===== src/rtl/issue_scalar_if.sv =====
// Dispatch, writeback, pipeline-control and issue-slot signals of the scalar issue stage.
// master = dispatch/execute side, slave = issue_scalar.
interface issue_scalar_if;
   logic        fust_en;
   logic [1:0]  fu_sel;
   logic [4:0]  in_rd;
   logic [4:0]  in_rs1;
   logic [4:0]  in_rs2;
   logic [31:0] in_imm;
   logic [1:0]  in_t1;
   logic [1:0]  in_t2;
   logic        wb_tag_valid;
   logic [1:0]  wb_tag;
   logic        flush;
   logic        freeze;
   logic        ex_ready;
   logic        issue_valid;
   logic [1:0]  issue_fu;
   logic [4:0]  issue_rd;
   logic [4:0]  issue_rs1;
   logic [4:0]  issue_rs2;
   logic [31:0] issue_imm;
   logic [2:0]  busy_vec;

   modport master (
      output fust_en, fu_sel, in_rd, in_rs1, in_rs2, in_imm, in_t1, in_t2,
      output wb_tag_valid, wb_tag, flush, freeze, ex_ready,
      input  issue_valid, issue_fu, issue_rd, issue_rs1, issue_rs2, issue_imm, busy_vec
   );

   modport slave (
      input  fust_en, fu_sel, in_rd, in_rs1, in_rs2, in_imm, in_t1, in_t2,
      input  wb_tag_valid, wb_tag, flush, freeze, ex_ready,
      output issue_valid, issue_fu, issue_rd, issue_rs1, issue_rs2, issue_imm, busy_vec
   );
endinterface


===== src/rtl/issue_scalar.sv =====
// Three-row scalar FUST (ALU, LD_ST, BRANCH) with tag wakeup and oldest-ready select into one issue latch.
// Latency: insert to issue_valid in 2 edges; the latch holds while ex_ready=0 or freeze=1.
module issue_scalar (
   input  logic         CLK,
   input  logic         nRST,
   issue_scalar_if.slave bus
);
   logic [2:0]  busy_q;
   logic [4:0]  rd_q  [3];
   logic [4:0]  rs1_q [3];
   logic [4:0]  rs2_q [3];
   logic [31:0] imm_q [3];
   logic [1:0]  t1_q  [3];
   logic [1:0]  t2_q  [3];
   logic [1:0]  age_q [3];

   logic        iss_vld;
   logic [1:0]  iss_fu;
   logic [4:0]  iss_rd, iss_rs1, iss_rs2;
   logic [31:0] iss_imm;

   logic        sel_vld;
   logic [1:0]  sel_idx;
   logic [1:0]  sel_age;
   logic        ld, issue_go, ins, wake;
   logic [1:0]  new_t1, new_t2;
   logic [2:0]  row_ins;
   logic        any_ins;

   // Strict '>' keeps the lower-numbered row on equal age, giving ALU > LD_ST > BRANCH.
   always_comb begin
      sel_vld = 1'b0;
      sel_idx = 2'd0;
      sel_age = 2'd0;
      for (int i = 0; i < 3; i++) begin
         if (busy_q[i] && t1_q[i] == 2'd0 && t2_q[i] == 2'd0 && (!sel_vld || age_q[i] > sel_age)) begin
            sel_vld = 1'b1;
            sel_idx = 2'(i);
            sel_age = age_q[i];
         end
      end
   end

   assign ld       = (!iss_vld || bus.ex_ready) && !bus.freeze;
   assign issue_go = ld && sel_vld;
   assign ins      = bus.fust_en && bus.fu_sel != 2'd3 && !bus.flush;
   assign wake     = bus.wb_tag_valid && bus.wb_tag != 2'd0;
   assign new_t1   = (wake && bus.in_t1 == bus.wb_tag) ? 2'd0 : bus.in_t1;
   assign new_t2   = (wake && bus.in_t2 == bus.wb_tag) ? 2'd0 : bus.in_t2;

   // A row accepts an insert when free or when it is leaving through the issue latch this edge.
   always_comb begin
      row_ins = 3'b000;
      for (int i = 0; i < 3; i++) begin
         row_ins[i] = ins && bus.fu_sel == 2'(i) && (!busy_q[i] || (issue_go && sel_idx == 2'(i)));
      end
   end
   assign any_ins = |row_ins;

   always_ff @(posedge CLK or negedge nRST) begin
      if (!nRST) begin
         busy_q  <= 3'b000;
         iss_vld <= 1'b0;
         iss_fu  <= 2'd0;
         iss_rd  <= 5'd0;
         iss_rs1 <= 5'd0;
         iss_rs2 <= 5'd0;
         iss_imm <= 32'd0;
         for (int i = 0; i < 3; i++) begin
            rd_q[i]  <= 5'd0;
            rs1_q[i] <= 5'd0;
            rs2_q[i] <= 5'd0;
            imm_q[i] <= 32'd0;
            t1_q[i]  <= 2'd0;
            t2_q[i]  <= 2'd0;
            age_q[i] <= 2'd0;
         end
      end else if (bus.flush) begin
         busy_q  <= 3'b000;
         iss_vld <= 1'b0;
      end else begin
         if (ld) begin
            iss_vld <= sel_vld;
            if (sel_vld) begin
               iss_fu  <= sel_idx;
               iss_rd  <= rd_q[sel_idx];
               iss_rs1 <= rs1_q[sel_idx];
               iss_rs2 <= rs2_q[sel_idx];
               iss_imm <= imm_q[sel_idx];
            end
         end
         for (int i = 0; i < 3; i++) begin
            if (row_ins[i]) begin
               busy_q[i] <= 1'b1;
               rd_q[i]   <= bus.in_rd;
               rs1_q[i]  <= bus.in_rs1;
               rs2_q[i]  <= bus.in_rs2;
               imm_q[i]  <= bus.in_imm;
               t1_q[i]   <= new_t1;
               t2_q[i]   <= new_t2;
               age_q[i]  <= 2'd0;
            end else begin
               if (issue_go && sel_idx == 2'(i))
                  busy_q[i] <= 1'b0;
               if (busy_q[i] && wake && t1_q[i] == bus.wb_tag)
                  t1_q[i] <= 2'd0;
               if (busy_q[i] && wake && t2_q[i] == bus.wb_tag)
                  t2_q[i] <= 2'd0;
               if (busy_q[i] && any_ins && age_q[i] != 2'd3)
                  age_q[i] <= age_q[i] + 2'd1;
            end
         end
      end
   end

   assign bus.issue_valid = iss_vld;
   assign bus.issue_fu    = iss_fu;
   assign bus.issue_rd    = iss_rd;
   assign bus.issue_rs1   = iss_rs1;
   assign bus.issue_rs2   = iss_rs2;
   assign bus.issue_imm   = iss_imm;
   assign bus.busy_vec    = busy_q;
endmodule

===== src/flat_wrapper.sv =====
// flat-port wrapper written by rule: the top's interface ports become plain ports
module issue_scalar_flat 
  (CLK, nRST, bus_fust_en, bus_fu_sel, bus_in_rd, bus_in_rs1, bus_in_rs2, bus_in_imm, bus_in_t1, bus_in_t2, bus_wb_tag_valid, bus_wb_tag, bus_flush, bus_freeze, bus_ex_ready, bus_issue_valid, bus_issue_fu, bus_issue_rd, bus_issue_rs1, bus_issue_rs2, bus_issue_imm, bus_busy_vec);
  issue_scalar_if bus_i ();
  input  logic CLK;
  input  logic nRST;
  input wire logic [$bits(bus_i.fust_en)-1:0] bus_fust_en;
  input wire logic [$bits(bus_i.fu_sel)-1:0] bus_fu_sel;
  input wire logic [$bits(bus_i.in_rd)-1:0] bus_in_rd;
  input wire logic [$bits(bus_i.in_rs1)-1:0] bus_in_rs1;
  input wire logic [$bits(bus_i.in_rs2)-1:0] bus_in_rs2;
  input wire logic [$bits(bus_i.in_imm)-1:0] bus_in_imm;
  input wire logic [$bits(bus_i.in_t1)-1:0] bus_in_t1;
  input wire logic [$bits(bus_i.in_t2)-1:0] bus_in_t2;
  input wire logic [$bits(bus_i.wb_tag_valid)-1:0] bus_wb_tag_valid;
  input wire logic [$bits(bus_i.wb_tag)-1:0] bus_wb_tag;
  input wire logic [$bits(bus_i.flush)-1:0] bus_flush;
  input wire logic [$bits(bus_i.freeze)-1:0] bus_freeze;
  input wire logic [$bits(bus_i.ex_ready)-1:0] bus_ex_ready;
  output wire logic [$bits(bus_i.issue_valid)-1:0] bus_issue_valid;
  output wire logic [$bits(bus_i.issue_fu)-1:0] bus_issue_fu;
  output wire logic [$bits(bus_i.issue_rd)-1:0] bus_issue_rd;
  output wire logic [$bits(bus_i.issue_rs1)-1:0] bus_issue_rs1;
  output wire logic [$bits(bus_i.issue_rs2)-1:0] bus_issue_rs2;
  output wire logic [$bits(bus_i.issue_imm)-1:0] bus_issue_imm;
  output wire logic [$bits(bus_i.busy_vec)-1:0] bus_busy_vec;
  assign bus_i.fust_en = bus_fust_en;
  assign bus_i.fu_sel = bus_fu_sel;
  assign bus_i.in_rd = bus_in_rd;
  assign bus_i.in_rs1 = bus_in_rs1;
  assign bus_i.in_rs2 = bus_in_rs2;
  assign bus_i.in_imm = bus_in_imm;
  assign bus_i.in_t1 = bus_in_t1;
  assign bus_i.in_t2 = bus_in_t2;
  assign bus_i.wb_tag_valid = bus_wb_tag_valid;
  assign bus_i.wb_tag = bus_wb_tag;
  assign bus_i.flush = bus_flush;
  assign bus_i.freeze = bus_freeze;
  assign bus_i.ex_ready = bus_ex_ready;
  assign bus_issue_valid = bus_i.issue_valid;
  assign bus_issue_fu = bus_i.issue_fu;
  assign bus_issue_rd = bus_i.issue_rd;
  assign bus_issue_rs1 = bus_i.issue_rs1;
  assign bus_issue_rs2 = bus_i.issue_rs2;
  assign bus_issue_imm = bus_i.issue_imm;
  assign bus_busy_vec = bus_i.busy_vec;
  issue_scalar u_core (.CLK(CLK), .nRST(nRST), .bus(bus_i));
endmodule

===== config.mk =====
export PLATFORM = sky130hd
export DESIGN_NAME = issue_scalar_flat
export DESIGN_NICKNAME = d
export VERILOG_FILES = /design/src/rtl/issue_scalar_if.sv /design/src/rtl/issue_scalar.sv /design/src/flat_wrapper.sv
export SDC_FILE = /design/constraint.sdc
export NUM_CORES = 1
export LEC_CHECK = 0
export CAP_MARGIN = 0
export CORE_ASPECT_RATIO = 0.5
export CORE_MARGIN = 2
export CORE_UTILIZATION = 45
export CTS_CLUSTER_SIZE = 25
export DETAILED_ROUTE_END_ITERATION = 8
export DONT_BUFFER_PORTS = 1
export PLACE_DENSITY = 0.72
export SLEW_MARGIN = 20
export SYNTH_ARGS = -nofsm -noshare
export SYNTH_HDL_FRONTEND = slang
export SYNTH_SLANG_ARGS = --single-unit

===== constraint.sdc =====
create_clock -name CLK -period 5.35 [get_ports CLK]
set_clock_uncertainty 0.15 [all_clocks]
set_input_delay 1.07 -clock CLK [delete_from_list [all_inputs] [get_ports CLK]]
set_output_delay 1.07 -clock CLK [all_outputs]
set_load 0.02 [all_outputs]

## Word level (Yosys, flattened, before mapping)

Index checks and enable logic that the tools add are counted.

| storage, ports and cells | value |
|---|---|
| bits in latches | 0 |
| register bits after elaboration | 212 |
| RAM bits | 0 |
| input bits | 62 |
| logic and storage cells | 191 |
| bits in read-only memories | 0 |
| memories | 0 |
| output and inout port bits | 53 |

| cells by class | value |
|---|---|
| $lt $le $gt $ge | 3 |
| equal/unequal tests | 16 |
| $mul | 0 |
| add/sub/neg operators | 3 |
| div/mod/pow operators | 0 |
| mux-type cells | 48 |
| reduce and logical (&&, ||, !) cells | 89 |
| shifts and indexed selects | 0 |
| bitwise operators | 2 |

Operators with widths:

| cell | count |
|---|---|
| 32-bit binary-select mux with 2-bit select | 1 |
| 32-bit 2-to-1 mux | 2 |
| 2-bit 2-to-1 mux | 23 |
| 1-bit logical AND | 39 |
| 5-bit binary-select mux with 2-bit select | 3 |
| 5-bit 2-to-1 mux | 6 |
| 2-bit AND reduction | 12 |
| 2-bit nonzero test | 11 |
| 2-bit equality test | 8 |
| 2-bit logical NOT | 8 |
| 1-bit 2-to-1 mux | 12 |
| 3-bit nonzero test | 3 |
| 1-bit logical NOT | 8 |
| 2-bit != test (second input constant) | 4 |
| 2-bit by 1-bit adder with 2-bit output (second input constant) | 3 |
| 1-bit logical OR | 6 |
| 2-bit by 1-bit equality test with 1-bit output (second input constant) | 2 |
| 2-bit equality test (second input constant) | 2 |
| 2-bit > comparator | 2 |
| 3-bit greater-or-equal comparator (second input constant) | 1 |
| 3-bit 2-to-1 mux | 1 |
| 2-bit inverter with 3-bit output | 1 |
| 3-bit AND reduction | 1 |
| 3-bit OR reduction | 1 |
| 1-bit inverter | 1 |

## Longest topological paths before layout

Gate-level depths: netlist of run 1.

| depth | value |
|---|---|
| depth in word-level cells | 21 |
| mapped depth | 21 |
| mapped depth without buffers | 16 |

## Worst setup path after synthesis of run 1

OpenSTA, ideal clock, no wires.

| path | value |
|---|---|
| path kind | flip-flop to flip-flop |
| start point | register u_core.t2_q[5] (netlist bit) |
| end point | register u_core.imm_q[81] (netlist bit) |
| arrival time | 4607 ps |
| data required time | 5075 ps |
| setup slack | 468 ps |
| cell stages (with the launch flop) | 18 |
| buffers on the path | 3 |
| library setup time | 125 ps |
| period minus slack after synthesis | 4882 ps |
| cells stage by stage | dfrtp_1 -> or4_4 -> nor2_8 -> nand2_1 -> ha_1 -> nor2b_1 -> o21ai_0 -> a21o_1 -> clkbuf_1 -> mux2_2 -> ha_1 -> nor2b_1 -> a2bb2oi_1 -> a21o_1 -> a2bb2oi_1 -> buf_2 -> buf_2 -> mux2_2 |

| between the ends | value |
|---|---|
| word-level cells in the longest chain between the ends | 16 |
| elaborated cells between the ends (all ways) | 23 |
| classes of those cells | order compare (2); mux (7); reduce/logical (14) |

Ends and longest elaborated chain:

| element | RTL line | text |
|---|---|---|
| start, declared | issue_scalar.sv:14 | `logic [1:0] t2_q [3];` |
| start signal, assigned by index | issue_scalar.sv:100 | `t2_q[i] <= new_t2;` |
| 2-bit logical NOT (*) | issue_scalar.sv:36 | `if (busy_q[i] && t1_q[i] == 2'd0 && t2_q[i] == 2'd0 && (!sel_vld \|\| age_q[i] > sel_age)) begin` |
| 1-bit logical AND (*) | issue_scalar.sv:36 |  |
| 2-bit 2-to-1 mux / 1-bit 2-to-1 mux (equally long branches) | issue_scalar.sv:36 |  |
| 2-bit > comparator / 1-bit logical NOT (equally long branches) | issue_scalar.sv:36 |  |
| 1-bit logical OR | issue_scalar.sv:36 |  |
| 1-bit logical AND | issue_scalar.sv:36 |  |
| 2-bit 2-to-1 mux / 1-bit 2-to-1 mux (equally long branches) | issue_scalar.sv:36 |  |
| 2-bit > comparator / 1-bit logical NOT (equally long branches) | issue_scalar.sv:36 |  |
| 1-bit logical OR | issue_scalar.sv:36 |  |
| 1-bit logical AND | issue_scalar.sv:36 |  |
| 2-bit 2-to-1 mux / 1-bit 2-to-1 mux (equally long branches) | issue_scalar.sv:36 |  |
| 2-bit logical NOT / 1-bit logical AND (equally long branches) | issue_scalar.sv:55, issue_scalar.sv:45 |  |
| 1-bit logical AND (*) | issue_scalar.sv:55 | `row_ins[i] = ins && bus.fu_sel == 2'(i) && (!busy_q[i] \|\| (issue_go && sel_idx == 2'(i)));` |
| 1-bit logical OR (*) | issue_scalar.sv:55 |  |
| 1-bit logical AND (*) | issue_scalar.sv:55 |  |
| 2-bit AND reduction (no line) (*) | n/a |  |
| end signal, assigned by index | issue_scalar.sv:98 | `imm_q[i] <= bus.in_imm;` |
| end, declared | issue_scalar.sv:12 | `logic [31:0] imm_q [3];` |

Mark *: on every way between the ends. The rest lies on a longest branch, timed or not.
A chain may end at the register's enable or synchronous reset.

## Worst setup path in the final report of run 1

| path | value |
|---|---|
| start point | register u_core.t2_q[5] (netlist bit) |
| end point | register u_core.imm_q[86] (netlist bit) |

The elaborated chain is that of the path after synthesis.

==> flow_summary.json, run 1 <==
{
  "crit_family": "compound AO/OA/AOI/OAI gates",
  "synth_xor_xnor_area_share_pct": 0.906,
  "drc_errors": 0,
  "grt_pass1_wl_mm": 33.7,
  "synthSimpleGateAreaFrac_pct": 9.92,
  "die_w_microns": 211,
  "start_kind": "flop",
  "rsz0062_at_grt": "false",
  "cap_violations": 0,
  "synth_edf_count": 0,
  "hpwl_mm": 12.8,
  "grt_max_degree": 213,
  "clk_latency_ns": 0.50,
  "rows": 37,
  "route.top_layer_used": "met4",
  "ys_types": 44,
  "period_needed_ns": 4.99,
  "powerDensity_nw_per_um2": 439,
  "netlist_instances": 819,
  "first_pass_iters": 4,
  "crit_type": "flop to flop",
  "synth_area_sq_um": 9660,
  "cp-startpoint": "u_core.t2_q[5]$_DFFE_PN0P_",
  "synth_fa_ha_area_share_pct": 0.906,
  "syn_to_final_growth_pct": 9.54,
  "cp.arrival_ns": 5.22,
  "fin_area_sq_um": 10600,
  "cpMaxStageDelayCell": "or4_4",
  "r2r-start": "u_core.t2_q[5]$_DFFE_PN0P_",
  "async_reset_ff_share_pct": 100,
  "critPathBufInv": 2,
  "synth_ff_type": "dfrtp_1",
  "max_stage_delay_ns": 0.59,
  "yosys_register_bits": 212,
  "hp-class": "input pin to async pin",
  "post_cts.repair.setup_buffers": 0,
  "diodes": 0,
  "endpoint_kind": "flop",
  "initial_utilization_pct": 46.5,
  "synth_top_family_by_area": "multiplexers",
  "layout.nets": 876,
  "place_area_sq_um": 9940,
  "gp_congestion": 0.813,
  "die_area_sq_um": 22700,
  "path_cells": "or4_4 -> nor2_8 -> nand2_1 -> ha_1 -> nor2b_1 -> o21ai_0 -> buf_4 -> a21o_1 -> mux2_2 -> ha_1 -> nor2b_1 -> a2bb2oi_1 -> a21o_1 -> a2bb2oi_4 -> buf_4 -> mux2_2",
  "yosysTopAreaCell": "dfrtp_1",
  "route.met2.wl_mm": 10.3,
  "design.portCount": 115,
  "core_sq_um": 20800,
  "antenna_found_initial": 0,
  "synth_common_cells": "dfrtp_1, nand2_1, mux2_2",
  "yosys_warnings": 0,
  "synth_most_common_cell": "dfrtp_1",
  "synth_compound_area_share_pct": 7.35,
  "met1_length_mm": 8.90,
  "setup_viol": 0,
  "cts_tree": "built",
  "grt_overflow": 0,
  "grt.total_usage_pct": 18.8,
  "grt_pass1_vias": 6416,
  "ys_seq_area_share_pct": 54.9,
  "fillers": 1795,
  "cts_buffers": 20,
  "wl_met3_mm": 1.24,
  "synth.avg_cell_area_sq_um": 11.8,
  "synth.net_count": 888,
  "clock_sinks": 212,
  "cts_resized": 0,
  "max_freq_ghz": 0.200,
  "die_h_microns": 108,
  "vias": 6052,
  "irDropWorstVdd_uv": 215,
  "worstMarginPinSlew_ns": 1.08,
  "final_layout_size_suffix_gt1_share_pct": 24.0,
  "synthMuxAreaShare_pct": 22.0,
  "maxSlewViolCount": 0,
  "clockRootBuffer": "clkbuf_16",
  "cts_hold_buf": 0,
  "port_buffers": 0,
  "viasPerCell": 5.54,
  "p_leak_nw": 5.12,
  "relSlewSlack_pct": 28.0,
  "synth_top_area_share_pct": 54.9,
  "cts_buffer_depth": 3,
  "crit_fanout": 35,
  "yosys-top-cells-area": "dfrtp_1, mux2_2, mux2i_1, nand2_1, a221o_1",
  "setup_tns_ns": 0,
  "fin_crit_sh_pct": 93.2,
  "route.antenna.remaining_nets": 0,
  "hold_viol_final": 0,
  "required_ns": 5.58,
  "status": "finished clean",
  "drtIter0Drc": 300,
  "post_drt_wl_per_cell_microns": 19.0,
  "cts.clk_slew.worst_paths_ns": 0.06,
  "drt_wl_total_mm": 20.7,
  "htreeDepth": 1
}
[power by group]
group          internal (mW)  switching [mW]
combinational          0.422           0.298
clock                  0.809           0.606
sequential              2.03           0.474
total                   3.26            1.38
[layout make-up]
| type | count | area [sq um] | area share (%) |
|---|---|---|---|
| multi-input cells | 522 | 4020 | 38.0 |
| inverters | 37 | 139 | 1.31 |
| repair buffers | 14 | 130 | 1.23 |
| clock buffers | 28 | 582 | 5.50 |
| flip-flops and latches | 212 | 5310 | 50.1 |
| clock inverters | 7 | 63.8 | 0.603 |
| well taps | 273 | 342 | 3.23 |
[registers in the layout, indices dropped and copies added (netlist names), 6 cells and up]
name                  cells
u_core.age_q              6
u_core.rs1_q             15
u_core.t1_q               6
u_core.rs2_q             15
u_core.imm_q             96
u_core.bus.issue_imm     32
u_core.rd_q              15
u_core.t2_q               6
[routing by layer]
layer,up-vias,global-route usage (%)
li1,2795,-
met1,3094,23.6
met2,132,32.7
met3,31,4.78
met4,0,4.63
met5,-,0
[stage by stage]
step	setup WS, ns	utilization [%]	cells	power [mW]	hold slack (ns)
floorplan	0.468	-	819	3.06	0.290
global placement	0.555	47.8	1058	3.20	0.302
detailed placement	0.366	47.8	1058	3.26	0.307
CTS	0.350	50.9	1093	4.70	0.0954
global route	0.0391	50.9	1093	4.89	0.0934
finish	0.362	50.9	1093	4.64	0.121
[placed cells by master (no fill, tap or decap), types with 12 or more instances in the layout]
master,count
inv_1,37
nand3_1,18
clkbuf_16,21
nand2_1,140
dfrtp_1,212
buf_4,12
mux2_2,137
o21ai_0,39
and2_1,12
a221o_1,21
mux2i_1,53
[path summary, 6_finish.rpt]
| check | to | slack, ns | cells after the start |
|---|---|---|---|
| worst max-delay path | u_core.imm_q[86]$_DFFE_PN0P_ | 0.36 | 16 |
| worst min-delay path | u_core.bus.issue_imm[22]$_DFFE_PN0P_ | 0.12 | 0 |
| worst max register to register | u_core.imm_q[86]$_DFFE_PN0P_ | 0.36 | 16 |
| worst min register to register | u_core.rd_q[5]$_DFFE_PN0P_ | 0.32 | 2 |
| max in group asynchronous | u_core.imm_q[30]$_DFFE_PN0P_ | 4.43 | 0 |
| min in group CLK | u_core.rd_q[5]$_DFFE_PN0P_ | 0.32 | 2 |
[cells by family after synthesis]
group           after synthesis
compound gates               99
xor+xnor                     10
fa+ha+maj                     7
buf+inv                      85
flops                       212
mux                         195
simple gates                211
No activity file was read; power rests on OpenSTA's default activity.
==> run 2: changes to the inputs <==
==> constraint.sdc (replaced) <==
create_clock -name CLK -period 4.6 [get_ports CLK]
set_clock_uncertainty 0.15 [all_clocks]
set_input_delay 0.92 -clock CLK [delete_from_list [all_inputs] [get_ports CLK]]
set_output_delay 0.92 -clock CLK [all_outputs]
set_load 0.02 [all_outputs]
==> flow_summary.json, run 2 (synthesis gave the netlist of run 1 again) <==
{
  "rsz0062_at_grt": "false",
  "relSlewSlack_pct": 48.3,
  "grt_max_degree": 213,
  "cts_buffer_depth": 3,
  "layout.nets": 884,
  "initial_utilization_pct": 46.5,
  "grt_overflow": 0,
  "max_freq_ghz": 0.227,
  "cts.clk_slew.worst_paths_ns": 0.06,
  "final_common_cell": "dfrtp_1",
  "p_leak_nw": 5.21,
  "regArea_sq_um": 5310,
  "worstMarginPinSlew_ns": 0.775,
  "gp_congestion": 0.796,
  "port_buffers": 0,
  "crit_type": "flop to flop",
  "die_h_microns": 108,
  "largest_reg_flops": 96,
  "status": "complete, but fails checks",
  "required_ns": 4.83,
  "grt.total_usage_pct": 19.2,
  "cts_tree": "built",
  "die_w_microns": 211,
  "antenna_found_initial": 0,
  "diodes": 0,
  "final_layout_size_suffix_gt1_share_pct": 25.1,
  "final_cell_mix": "dfrtp_1, nand2_1, mux2_2",
  "clk_latency_ns": 0.49,
  "largest-register": "u_core.imm_q",
  "path_cells": "or4_4 -> nor2_8 -> nand2_1 -> ha_1 -> nor2b_1 -> o21ai_1 -> buf_4 -> a21oi_4 -> nor2_1 -> a21oi_1 -> ha_1 -> nor2b_4 -> a2bb2oi_4 -> a21o_1 -> a2bb2oi_4 -> buf_12 -> mux2_2",
  "hold_ws_ns": -0.0264,
  "viasPerCell": 5.52,
  "fin_crit_sh_pct": 95.6,
  "cts_buffers": 21,
  "hp-class": "input pin to async pin",
  "final_core_util_pct": 51.9,
  "hold_viol_final": 117,
  "syn_to_final_growth_pct": 11.7,
  "crit_family": "simple AND/OR/NAND/NOR gates",
  "cap_violations": 0,
  "htreeDepth": 1,
  "maxSlewViolCount": 0,
  "route.antenna.remaining_nets": 0,
  "cpMaxStageDelayCell": "or4_4",
  "grt_pass1_wl_mm": 34.5,
  "fillers": 1748,
  "endpoint_kind": "flop",
  "rows": 37,
  "violations": "hold timing",
  "core_sq_um": 20800,
  "post_cts.repair.setup_buffers": 0,
  "critPathBufInv": 2,
  "clock_sinks": 212,
  "period_needed_ns": 4.40,
  "drtIter0Drc": 443,
  "cp.arrival_ns": 4.62,
  "first_pass_iters": 4,
  "vias": 6079,
  "start_kind": "flop",
  "post_drt_wl_per_cell_microns": 19.1,
  "hpwl_mm": 13.1,
  "crit_fanout": 29,
  "max_stage_delay_ns": 0.59,
  "grt_pass1_vias": 6428,
  "irDropWorstVdd_uv": 203,
  "drt_wl_total_mm": 21.0,
  "setup_tns_ns": 0,
  "design.portCount": 115,
  "drc_errors": 0,
  "die_area_sq_um": 22700,
  "powerDensity_nw_per_um2": 510,
  "ff2ff_setup_slack_ns": 0.20,
  "clockRootBuffer": "clkbuf_16",
  "setup_viol": 0,
  "multi_input_area_sq_um": 4070
}
## run 2: changes by cell type in the layout (fill, tap and decap cells not counted), moves of 2 or more
cell       change
buf_4          +3
clkbuf_16      +2
clkbuf_8       +2
clkinv_2       -2
buf_12         +2
## run 2: through the flow
step / worst slack, ns / instances / power (mW) / area, sq um
global placement: 0.256 / 1063 / 3.74 / 10000
CTS: 0.0647 / 1100 / 5.56 / 10700
floorplan: -0.00138 / 819 / 3.57 / 9680
global route: 0.0192 / 1102 / 5.81 / 10800
detailed placement: 0.0867 / 1063 / 3.80 / 10000
finish: 0.204 / 1102 / 5.51 / 10800
## run 2: layout make-up
type                       count  share of cell area (%)
tap                          273                    3.16
multi-input combinational    522                    37.7
clock buffer                  31                    5.68
timing repair buffer          21                    2.25
inverter                      37                    1.29
sequential                   212                    49.1
clock inverter                 6                   0.776
## run 2: worst paths after layout
check,startpoint,end,cells past startpoint
setup / recovery,u_core.t2_q[5]$_DFFE_PN0P_,u_core.imm_q[67]$_DFFE_PN0P_,17
hold reg to reg,u_core.imm_q[53]$_DFFE_PN0P_,u_core.imm_q[53]$_DFFE_PN0P_,2
min in group CLK,u_core.imm_q[53]$_DFFE_PN0P_,u_core.imm_q[53]$_DFFE_PN0P_,2
setup reg to reg,u_core.t2_q[5]$_DFFE_PN0P_,u_core.imm_q[67]$_DFFE_PN0P_,17
hold / removal,nRST,u_core.imm_q[10]$_DFFE_PN0P_,0
max in group asynchronous,nRST,u_core.t2_q[3]$_DFFE_PN0P_,0
## run 2: metal layers
layer | track usage, % | share of wire (%)
met4 | 4.18 | 1.8
met5 | 0 | 0
met2 | 31.6 | 47
met3 | 4.26 | 4.9
met1 | 26.1 | 46
## run 2: power by group
part	internal (mW)	switching, mW	total, mW
combinational	0.499	0.351	0.850
sequential	2.37	0.549	2.91
clock	1.04	0.706	1.74
## run 2: what timing repair did
action | in CTS | in global routing
endpoints found under the hold margin | 212 | 212
gates resized for setup | 0 | 6
endpoints found under the setup margin | 0 | 73
